`src/rtl/tone_pkg.sv`:
```
// Shared types and board-level constants for the beep tone receive path.
package tone_pkg;

  typedef enum logic {
    ST_IDLE    = 1'b0,
    ST_MEASURE = 1'b1
  } tone_state_e;

  localparam int CLK_HZ         = 16_000_000;
  localparam int BEEP_PERIOD    = 65536;
  localparam int DEF_CNT_W      = 20;
  localparam int DEF_TOL        = 512;
  localparam int DEF_LOCK_COUNT = 4;
  localparam int DEF_TIMEOUT    = (1 << 20) - 1;

endpackage

```
`src/rtl/tone_meter_sync_edge.sv`:
```
// Two-flop synchroniser for the asynchronous tone line plus a delay flop
// that turns a synchronised low-to-high transition into a one-cycle pulse.
module sync_edge (
  input  logic CLK,
  input  logic RST,
  input  logic async_i,
  output logic rise_o
);

  logic s1_q;
  logic s2_q;
  logic s3_q;

  always_ff @(posedge CLK) begin
    if (RST) begin
      s1_q <= 1'b0;
      s2_q <= 1'b0;
      s3_q <= 1'b0;
    end else begin
      s1_q <= async_i;
      s2_q <= s1_q;
      s3_q <= s2_q;
    end
  end

  assign rise_o = s2_q & ~s3_q;

endmodule

```
`src/rtl/tone_meter.sv`:
```
// Measures the period of an external square wave in CLK cycles, declares lock
// after LOCK_COUNT consecutive in-tolerance periods, and flags loss of tone.
module tone_meter
  import tone_pkg::*;
#(
  parameter int CNT_W      = DEF_CNT_W,
  parameter int TARGET     = BEEP_PERIOD,
  parameter int TOL        = DEF_TOL,
  parameter int LOCK_COUNT = DEF_LOCK_COUNT,
  parameter int TIMEOUT    = DEF_TIMEOUT
) (
  input  logic             CLK,
  input  logic             RST,
  input  logic             TONE_IN,
  output logic [CNT_W-1:0] PERIOD,
  output logic             PERIOD_VALID,
  output logic             TONE_LOCK,
  output logic             NO_TONE,
  output tone_state_e      STATE_DBG
);

  localparam logic [CNT_W-1:0] TIMEOUT_C = CNT_W'(TIMEOUT);
  localparam logic [CNT_W:0]   TARGET_X  = (CNT_W + 1)'(TARGET);
  localparam logic [CNT_W:0]   TOL_X     = (CNT_W + 1)'(TOL);
  localparam logic [3:0]       LOCK_C    = 4'(LOCK_COUNT);

  logic rise;

  sync_edge u_sync_edge (
    .CLK     (CLK),
    .RST     (RST),
    .async_i (TONE_IN),
    .rise_o  (rise)
  );

  tone_state_e      state_q,   state_d;
  logic [CNT_W-1:0] cnt_q,     cnt_d;
  logic [CNT_W-1:0] period_q,  period_d;
  logic             valid_q,   valid_d;
  logic             lock_q,    lock_d;
  logic             no_tone_q, no_tone_d;
  logic [3:0]       match_q,   match_d;

  logic             timed_out;
  logic [CNT_W:0]   cnt_x;
  logic [CNT_W:0]   diff;
  logic             in_tol;

  // Counter is capped at TIMEOUT by the timeout branch, so it never wraps.
  assign timed_out = (cnt_q == TIMEOUT_C);

  // One extra bit keeps the subtraction unsigned and wrap-free.
  assign cnt_x  = {1'b0, cnt_q};
  assign diff   = (cnt_x >= TARGET_X) ? (cnt_x - TARGET_X) : (TARGET_X - cnt_x);
  assign in_tol = (diff <= TOL_X);

  // State register
  always_ff @(posedge CLK) begin
    if (RST) begin
      state_q <= ST_IDLE;
    end else begin
      state_q <= state_d;
    end
  end

  // Next-state logic; a rise on the timeout cycle keeps us measuring.
  always_comb begin
    state_d = state_q;
    unique case (state_q)
      ST_IDLE: begin
        if (rise) state_d = ST_MEASURE;
      end
      ST_MEASURE: begin
        if (!rise && timed_out) state_d = ST_IDLE;
      end
      default: state_d = ST_IDLE;
    endcase
  end

  // Output / datapath next-state logic
  always_comb begin
    cnt_d     = cnt_q;
    period_d  = period_q;
    valid_d   = 1'b0;
    lock_d    = lock_q;
    no_tone_d = no_tone_q;
    match_d   = match_q;
    unique case (state_q)
      ST_IDLE: begin
        cnt_d = rise ? CNT_W'(1) : '0;
      end
      ST_MEASURE: begin
        if (rise) begin
          period_d  = cnt_q;
          valid_d   = 1'b1;
          no_tone_d = 1'b0;
          cnt_d     = CNT_W'(1);
          if (in_tol) begin
            match_d = (match_q >= LOCK_C) ? LOCK_C : match_q + 4'd1;
          end else begin
            match_d = '0;
          end
          lock_d = (match_d == LOCK_C);
        end else if (timed_out) begin
          cnt_d     = '0;
          no_tone_d = 1'b1;
          lock_d    = 1'b0;
          match_d   = '0;
        end else begin
          cnt_d = cnt_q + CNT_W'(1);
        end
      end
      default: begin
        cnt_d = '0;
      end
    endcase
  end

  always_ff @(posedge CLK) begin
    if (RST) begin
      cnt_q     <= '0;
      period_q  <= '0;
      valid_q   <= 1'b0;
      lock_q    <= 1'b0;
      no_tone_q <= 1'b1;
      match_q   <= '0;
    end else begin
      cnt_q     <= cnt_d;
      period_q  <= period_d;
      valid_q   <= valid_d;
      lock_q    <= lock_d;
      no_tone_q <= no_tone_d;
      match_q   <= match_d;
    end
  end

  assign PERIOD       = period_q;
  assign PERIOD_VALID = valid_q;
  assign TONE_LOCK    = lock_q;
  assign NO_TONE      = no_tone_q;
  assign STATE_DBG    = state_q;

endmodule

```
`config.mk`:
```
export PLATFORM = sky130hd
export DESIGN_NAME = tone_meter
export DESIGN_NICKNAME = d
export VERILOG_FILES = /design/src/rtl/tone_pkg.sv /design/src/rtl/tone_meter_sync_edge.sv /design/src/rtl/tone_meter.sv
export SDC_FILE = /design/constraint.sdc
export NUM_CORES = 1
export LEC_CHECK = 0
export CAP_MARGIN = 10
export CORE_ASPECT_RATIO = 1.5
export CORE_UTILIZATION = 35
export CTS_CLUSTER_SIZE = 30
export DETAILED_ROUTE_END_ITERATION = 6
export PLACE_DENSITY_LB_ADDON = 0.2
export SLEW_MARGIN = 20
export SYNTH_ARGS = -nofsm -noshare
export SYNTH_HDL_FRONTEND = slang
export SYNTH_SLANG_ARGS = --single-unit
```
`constraint.sdc`:
```
create_clock -name CLK -period 6.6 [get_ports CLK]
set_input_delay 0.99 -clock CLK [delete_from_list [all_inputs] [get_ports CLK]]
set_output_delay 0.99 -clock CLK [all_outputs]
set_load 0.1 [all_outputs]
```
==> results.json, run 1 <==
{
  "final_util": 0.413,
  "cts.path.max_buffers": 2,
  "crit_chain": "inv_1 -> ha_1 -> nor3b_4 -> nand4_2 -> o21ai_2 -> o21bai_1 -> a2111oi_2 -> o2111ai_2 -> o41ai_1",
  "synth_top_family_by_area": "simple AND/OR/NAND/NOR gates",
  "antenna_cells": 0,
  "start_kind": "register",
  "dp_slack_ns": 3.64,
  "ys_top_cells_by_area": "dfxtp_1 38%, nand2_1 7.7%, a21oi_1 4.5%",
  "async_flop_share": 0,
  "rows": 38,
  "yosysMostFrequentCell": "nand2_1",
  "dpl.hpwl_microns": 4380,
  "grt_max_degree": 29,
  "drtIter0Drc": 117,
  "cts_resized": 0,
  "startpoint": "cnt_q[0]",
  "powerDensity_nw_per_um2": 184,
  "rsz0062_at_grt": "no",
  "max_slew_margin": 0.352,
  "muxShareOfSynthArea": 0.00423,
  "drv_cap": 0,
  "setup_viol": 0,
  "num_vias": 2186,
  "track_usage": 0.163,
  "antenna_found_initial": 0,
  "criticalPathCategory": "register to register",
  "die_x_microns": 73.3,
  "synthFlopType": "dfxtp_1",
  "cts-root-buf": "clkbuf_8",
  "fin_crit_ns": 2.93,
  "drt_first_pass_iters": 4,
  "fp.coreArea_sq_um": 7320,
  "layout-drive-gt1-share": 0.0725,
  "cp.required_ns": 6.80,
  "fmax_ghz": 0.341,
  "crit_arrival_ns": 3.13,
  "die_h_microns": 109,
  "cts_htree_levels": 2,
  "synth_commonest_cells": "55 x nand2_1, 51 x dfxtp_1, 31 x nor2_1",
  "rrSetupSlack_ns": 3.67,
  "place_area_sq_um": 2920,
  "vdd_drop_max_v": 0.000113,
  "fill_cells": 808,
  "synthDistinctLibCells": 54,
  "ys_ff_latch": 51,
  "clock_latency_ns": 0.30,
  "slowest_stage": "a2111oi_2",
  "stdcell_area_sq_um": 3020,
  "synth_fp_nets": 329,
  "synth_xor_xnor_area_share": 0.0723,
  "clock-sinks": 51,
  "antenna_left": 0,
  "routedWlPerCell_microns": 14.0,
  "clk_pin_slew_ns": 0.09,
  "synth_compound_area_frac": 0.146,
  "ctsHoldBuffers": 0,
  "finalHoldViolCount": 0,
  "grt_first_pass_wirelength_microns": 10000,
  "syn_area_sq_um": 2670,
  "place.gp.congestion": 0.868,
  "status": "finished, final reports clean",
  "cp_max_fo": 8,
  "wirelength_microns": 6030,
  "regArea_sq_um": 1020,
  "syn_avg_cell_area_sq_um": 8.38,
  "worst_hold_startpoint": "u_sync_edge.s1_q",
  "numPortBuffers": 26,
  "cts_buffers": 5,
  "tns_ns": 0,
  "fin_worst_skew_ns": 0.00638,
  "yosys.area_share.adder": 0.0376,
  "cpPeakStageDelay_ns": 0.49,
  "synth_seq_area_share": 0.383,
  "synthCells": 318,
  "avgViaCountPerCell": 5.07,
  "multiInputGateArea_sq_um": 1460,
  "syn_to_final_growth_pct": 13.4,
  "start_util": 0.364,
  "grt_pass1_vias": 2092,
  "synth-simple-area-share": 0.287,
  "p_total_uw": 556,
  "ios": 27,
  "yosysTopAreaCellShare": 0.383,
  "nNetsFinal": 342,
  "maxSlewViolCount": 0,
  "p_leak_nw": 0.997,
  "synth-edff-count": 0,
  "synth_top_cell_by_area": "dfxtp_1",
  "grt_overflow": 0,
  "post-route-drc-count": 0,
  "end_kind": "register",
  "post_cts_buffers": 0,
  "dieArea_sq_um": 7970,
  "worst_slew_pin_slew_ns": 0.969,
  "cts_tree": "built",
  "ys_warn_count": 0,
  "setup_slack_ns": 3.67,
  "post-route-period-util": 0.444,
  "hold_path_class": "register to register",
  "worstReg2RegStart": "cnt_q[0]"
}
[through the flow]
step	std cells	hold slack, ns
2_1_floorplan	318	0.414
3_5_place_dp	424	0.423
4_1_cts	431	0.444
3_3_place_gp	424	0.421
5_1_grt	431	0.461
6_report	431	0.441
[power by group]
group          total [mW]  internal, mW  switching (mW)  leakage (nW)
Combinational      0.0355        0.0130          0.0225         0.535
Sequential          0.311         0.309         0.00159         0.411
Clock               0.210         0.111          0.0988        0.0513
[worst max-delay path, delay by kind of cell, from the launching register on]
kind / cells / cell delay [ns]
simple gates: 2 / 0.63
fa+ha+maj: 1 / 0.22
flops: 1 / 0.40
buf+inv: 1 / 0.12
compound gates: 5 / 1.46
[logic make-up after synthesis]
family                     Yosys count
adders and majority gates            8
DFF                                 51
muxes                                1
AOI/OAI and AO/OA                   59
buffers and inverters               33
and+or+nand+nor                    144
xor gates and xnor gates            22
[path summary, 6_finish.rpt]
check | endpoint | depth (start not counted)
setup / recovery | match_q[0] | 9
hold / removal | u_sync_edge.s2_q | 1
setup reg to reg | match_q[0] | 9
hold reg to reg | u_sync_edge.s2_q | 1
[sequential cells by signal, summed over array words and instances (netlist names)]
signal and cells:
u_sync_edge.s1_q 1, u_sync_edge.s2_q 1, STATE_DBG 1, PERIOD 20, TONE_LOCK 1, u_sync_edge.s3_q 1, match_q 4, PERIOD_VALID 1
NO_TONE 1, cnt_q 20
[cell type report]
type | instances | area share
sequential | 51 | 0.338
timing repair buffer | 28 | 0.0911
clock buffer | 6 | 0.0240
multi-input combinational | 234 | 0.482
tap | 100 | 0.0414
inverter | 11 | 0.0137
clock inverter | 1 | 0.00993
[cell usage in the layout, fill, tap and decap left out, types with 11 or more instances in the layout]
cell | netlist | final
clkdlybuf4s50_1 | 0 | 26
nand2_1 | 55 | 55
a21oi_1 | 24 | 24
nand3_1 | 12 | 12
xnor2_1 | 11 | 11
xor2_1 | 11 | 11
nor2_1 | 31 | 31
inv_1 | 11 | 11
dfxtp_1 | 51 | 51
[metal layers]
metal	wire, microns	GRT usage	share of wire
met1	2530	0.178	0.42
met2	3190	0.305	0.53
met3	159	0.0231	0.026
met4	156	0.0714	0.026
met5	0	0	0
No activity file was read; power rests on OpenSTA's default activity.
==> run 2: changes to the inputs <==
==> constraint.sdc (replaced) <==
create_clock -name CLK -period 2.5 [get_ports CLK]
set_input_delay 0.375 -clock CLK [delete_from_list [all_inputs] [get_ports CLK]]
set_output_delay 0.375 -clock CLK [all_outputs]
set_load 0.1 [all_outputs]
==> run 2 against run 1 <==
Net effect:
- design area is 7.8% higher
- flip-flop and latch count unchanged
- sequential share of layout area is 2.4 points lower
- highest routed layer unchanged
==> results.json, run 2 (synthesis gave the netlist of run 1 again) <==
{
  "num_vias": 2330,
  "rows": 38,
  "max_slew_margin": 0.487,
  "cp_max_fo": 6,
  "drtIter0Drc": 67,
  "setup_viol": 0,
  "criticalPathCategory": "register to register",
  "finalHoldViolCount": 0,
  "worst_slew_pin_slew_ns": 0.764,
  "dieArea_sq_um": 7970,
  "p_total_mw": 1.41,
  "cts-root-buf": "clkbuf_8",
  "routedWlPerCell_microns": 13.9,
  "ctsHoldBuffers": 0,
  "place.gp.congestion": 0.942,
  "end_kind": "register",
  "grt_max_degree": 28,
  "fp.coreArea_sq_um": 7320,
  "clock-sinks": 51,
  "drv_cap": 0,
  "fmax_ghz": 0.405,
  "post-route-period-util": 0.989,
  "nNetsFinal": 374,
  "final_common_cell": "buf_4",
  "avgViaCountPerCell": 5.02,
  "start_util": 0.364,
  "p_leak_nw": 1.24,
  "tns_ns": 0,
  "maxSlewViolCount": 0,
  "fin_crit_ns": 2.47,
  "numPortBuffers": 26,
  "powerDensity_nw_per_um2": 434,
  "grt_pass1_vias": 2208,
  "antenna_left": 0,
  "die_x_microns": 73.3,
  "hold_path_class": "register to register",
  "grt_overflow": 0,
  "post-route-drc-count": 0,
  "final_util": 0.445,
  "rsz0062_at_grt": "yes",
  "final_cell_mix": "57 x buf_4, 55 x nand2_1, 50 x dfxtp_1",
  "grt_first_pass_wirelength_microns": 10500,
  "fin_worst_skew_ns": 0.00733,
  "clk_pin_slew_ns": 0.09,
  "clock_latency_ns": 0.32,
  "syn_to_final_growth_pct": 22.3,
  "vdd_drop_max_v": 0.000290,
  "status": "finished, final reports clean",
  "wirelength_microns": 6470,
  "die_h_microns": 109,
  "cts_buffers": 5,
  "start_kind": "register",
  "cts.path.max_buffers": 2,
  "antenna_found_initial": 0,
  "crit_arrival_ns": 2.69,
  "ios": 27,
  "antenna_cells": 0,
  "cts_tree": "built",
  "layout-drive-gt1-share": 0.253,
  "dpl.hpwl_microns": 4770,
  "drt_first_pass_iters": 4,
  "track_usage": 0.176,
  "cts_htree_levels": 2,
  "cp.required_ns": 2.72
}
==> run 2: cell types whose count changed in the layout (fill, tap and decap cells not counted), sizes merged <==
cell | previous run | this run
buf | 2 | 58
clkdlybuf4s50 | 26 | 2
bufinv | 1 | 0
clkbuf | 6 | 7
clkinv | 0 | 1
==> run 2: final timing paths <==
check,from,endpoint,slack (ns),cells past startpoint
worst max-delay path,cnt_q[0],match_q[0],0.03,10
worst min-delay path,u_sync_edge.s1_q,u_sync_edge.s2_q,0.45,1
worst max register to register,cnt_q[0],match_q[0],0.03,10
worst min register to register,u_sync_edge.s1_q,u_sync_edge.s2_q,0.45,1
==> run 2: layer usage <==
metal	routed length [microns]	share of wire	vias to the layer above	track usage
met5	0	0	-	0
met4	155	0.024	0	0.0756
met3	154	0.024	10	0.0360
met2	3520	0.54	38	0.326
met1	2640	0.41	1105	0.189
li1	-	-	1177	-
==> run 2: critical path: stages, from the launching register on <==
cell and delay, ns:
dfxtp_2 0.34, inv_2 0.05, ha_2 0.17, nor3b_4 0.36
nand4_4 0.18, o21ai_2 0.21, buf_4 0.16, a31oi_1 0.07
xnor2_1 0.27, o2111ai_2 0.23, o41ai_2 0.32
==> run 2: timing repair <==
action	4_1_cts	5_1_grt
pin swaps	1	8
resized for setup	0	16
endpoints found under the setup margin	2	4
buffers inserted	1	2
==> run 2: cell type report <==
type | count | area (sq um)
fill | 780 | 4060
multi-input combinational | 234 | 1520
sequential | 51 | 1020
timing repair buffer | 60 | 468
tap | 100 | 125
clock buffer | 7 | 76.3
inverter | 11 | 41.3
clock inverter | 1 | 5.00
==> run 2: metrics by stage <==
step | area (sq um) | hold slack (ns) | instances | worst slack, ns
6_report | 3260 | 0.448 | 464 | 0.0284
5_1_grt | 3260 | 0.461 | 464 | -0.128
4_1_cts | 3180 | 0.456 | 462 | 0.0159
3_5_place_dp | 3090 | 0.434 | 453 | -0.0349
3_3_place_gp | 3090 | 0.420 | 453 | 0.0664
2_1_floorplan | 2670 | 0.414 | 318 | 0.164
==> run 2: where the power goes <==
group,internal (mW),switching (mW)
registers,0.816,0.00254
logic,0.0559,0.0676
clock network,0.197,0.274
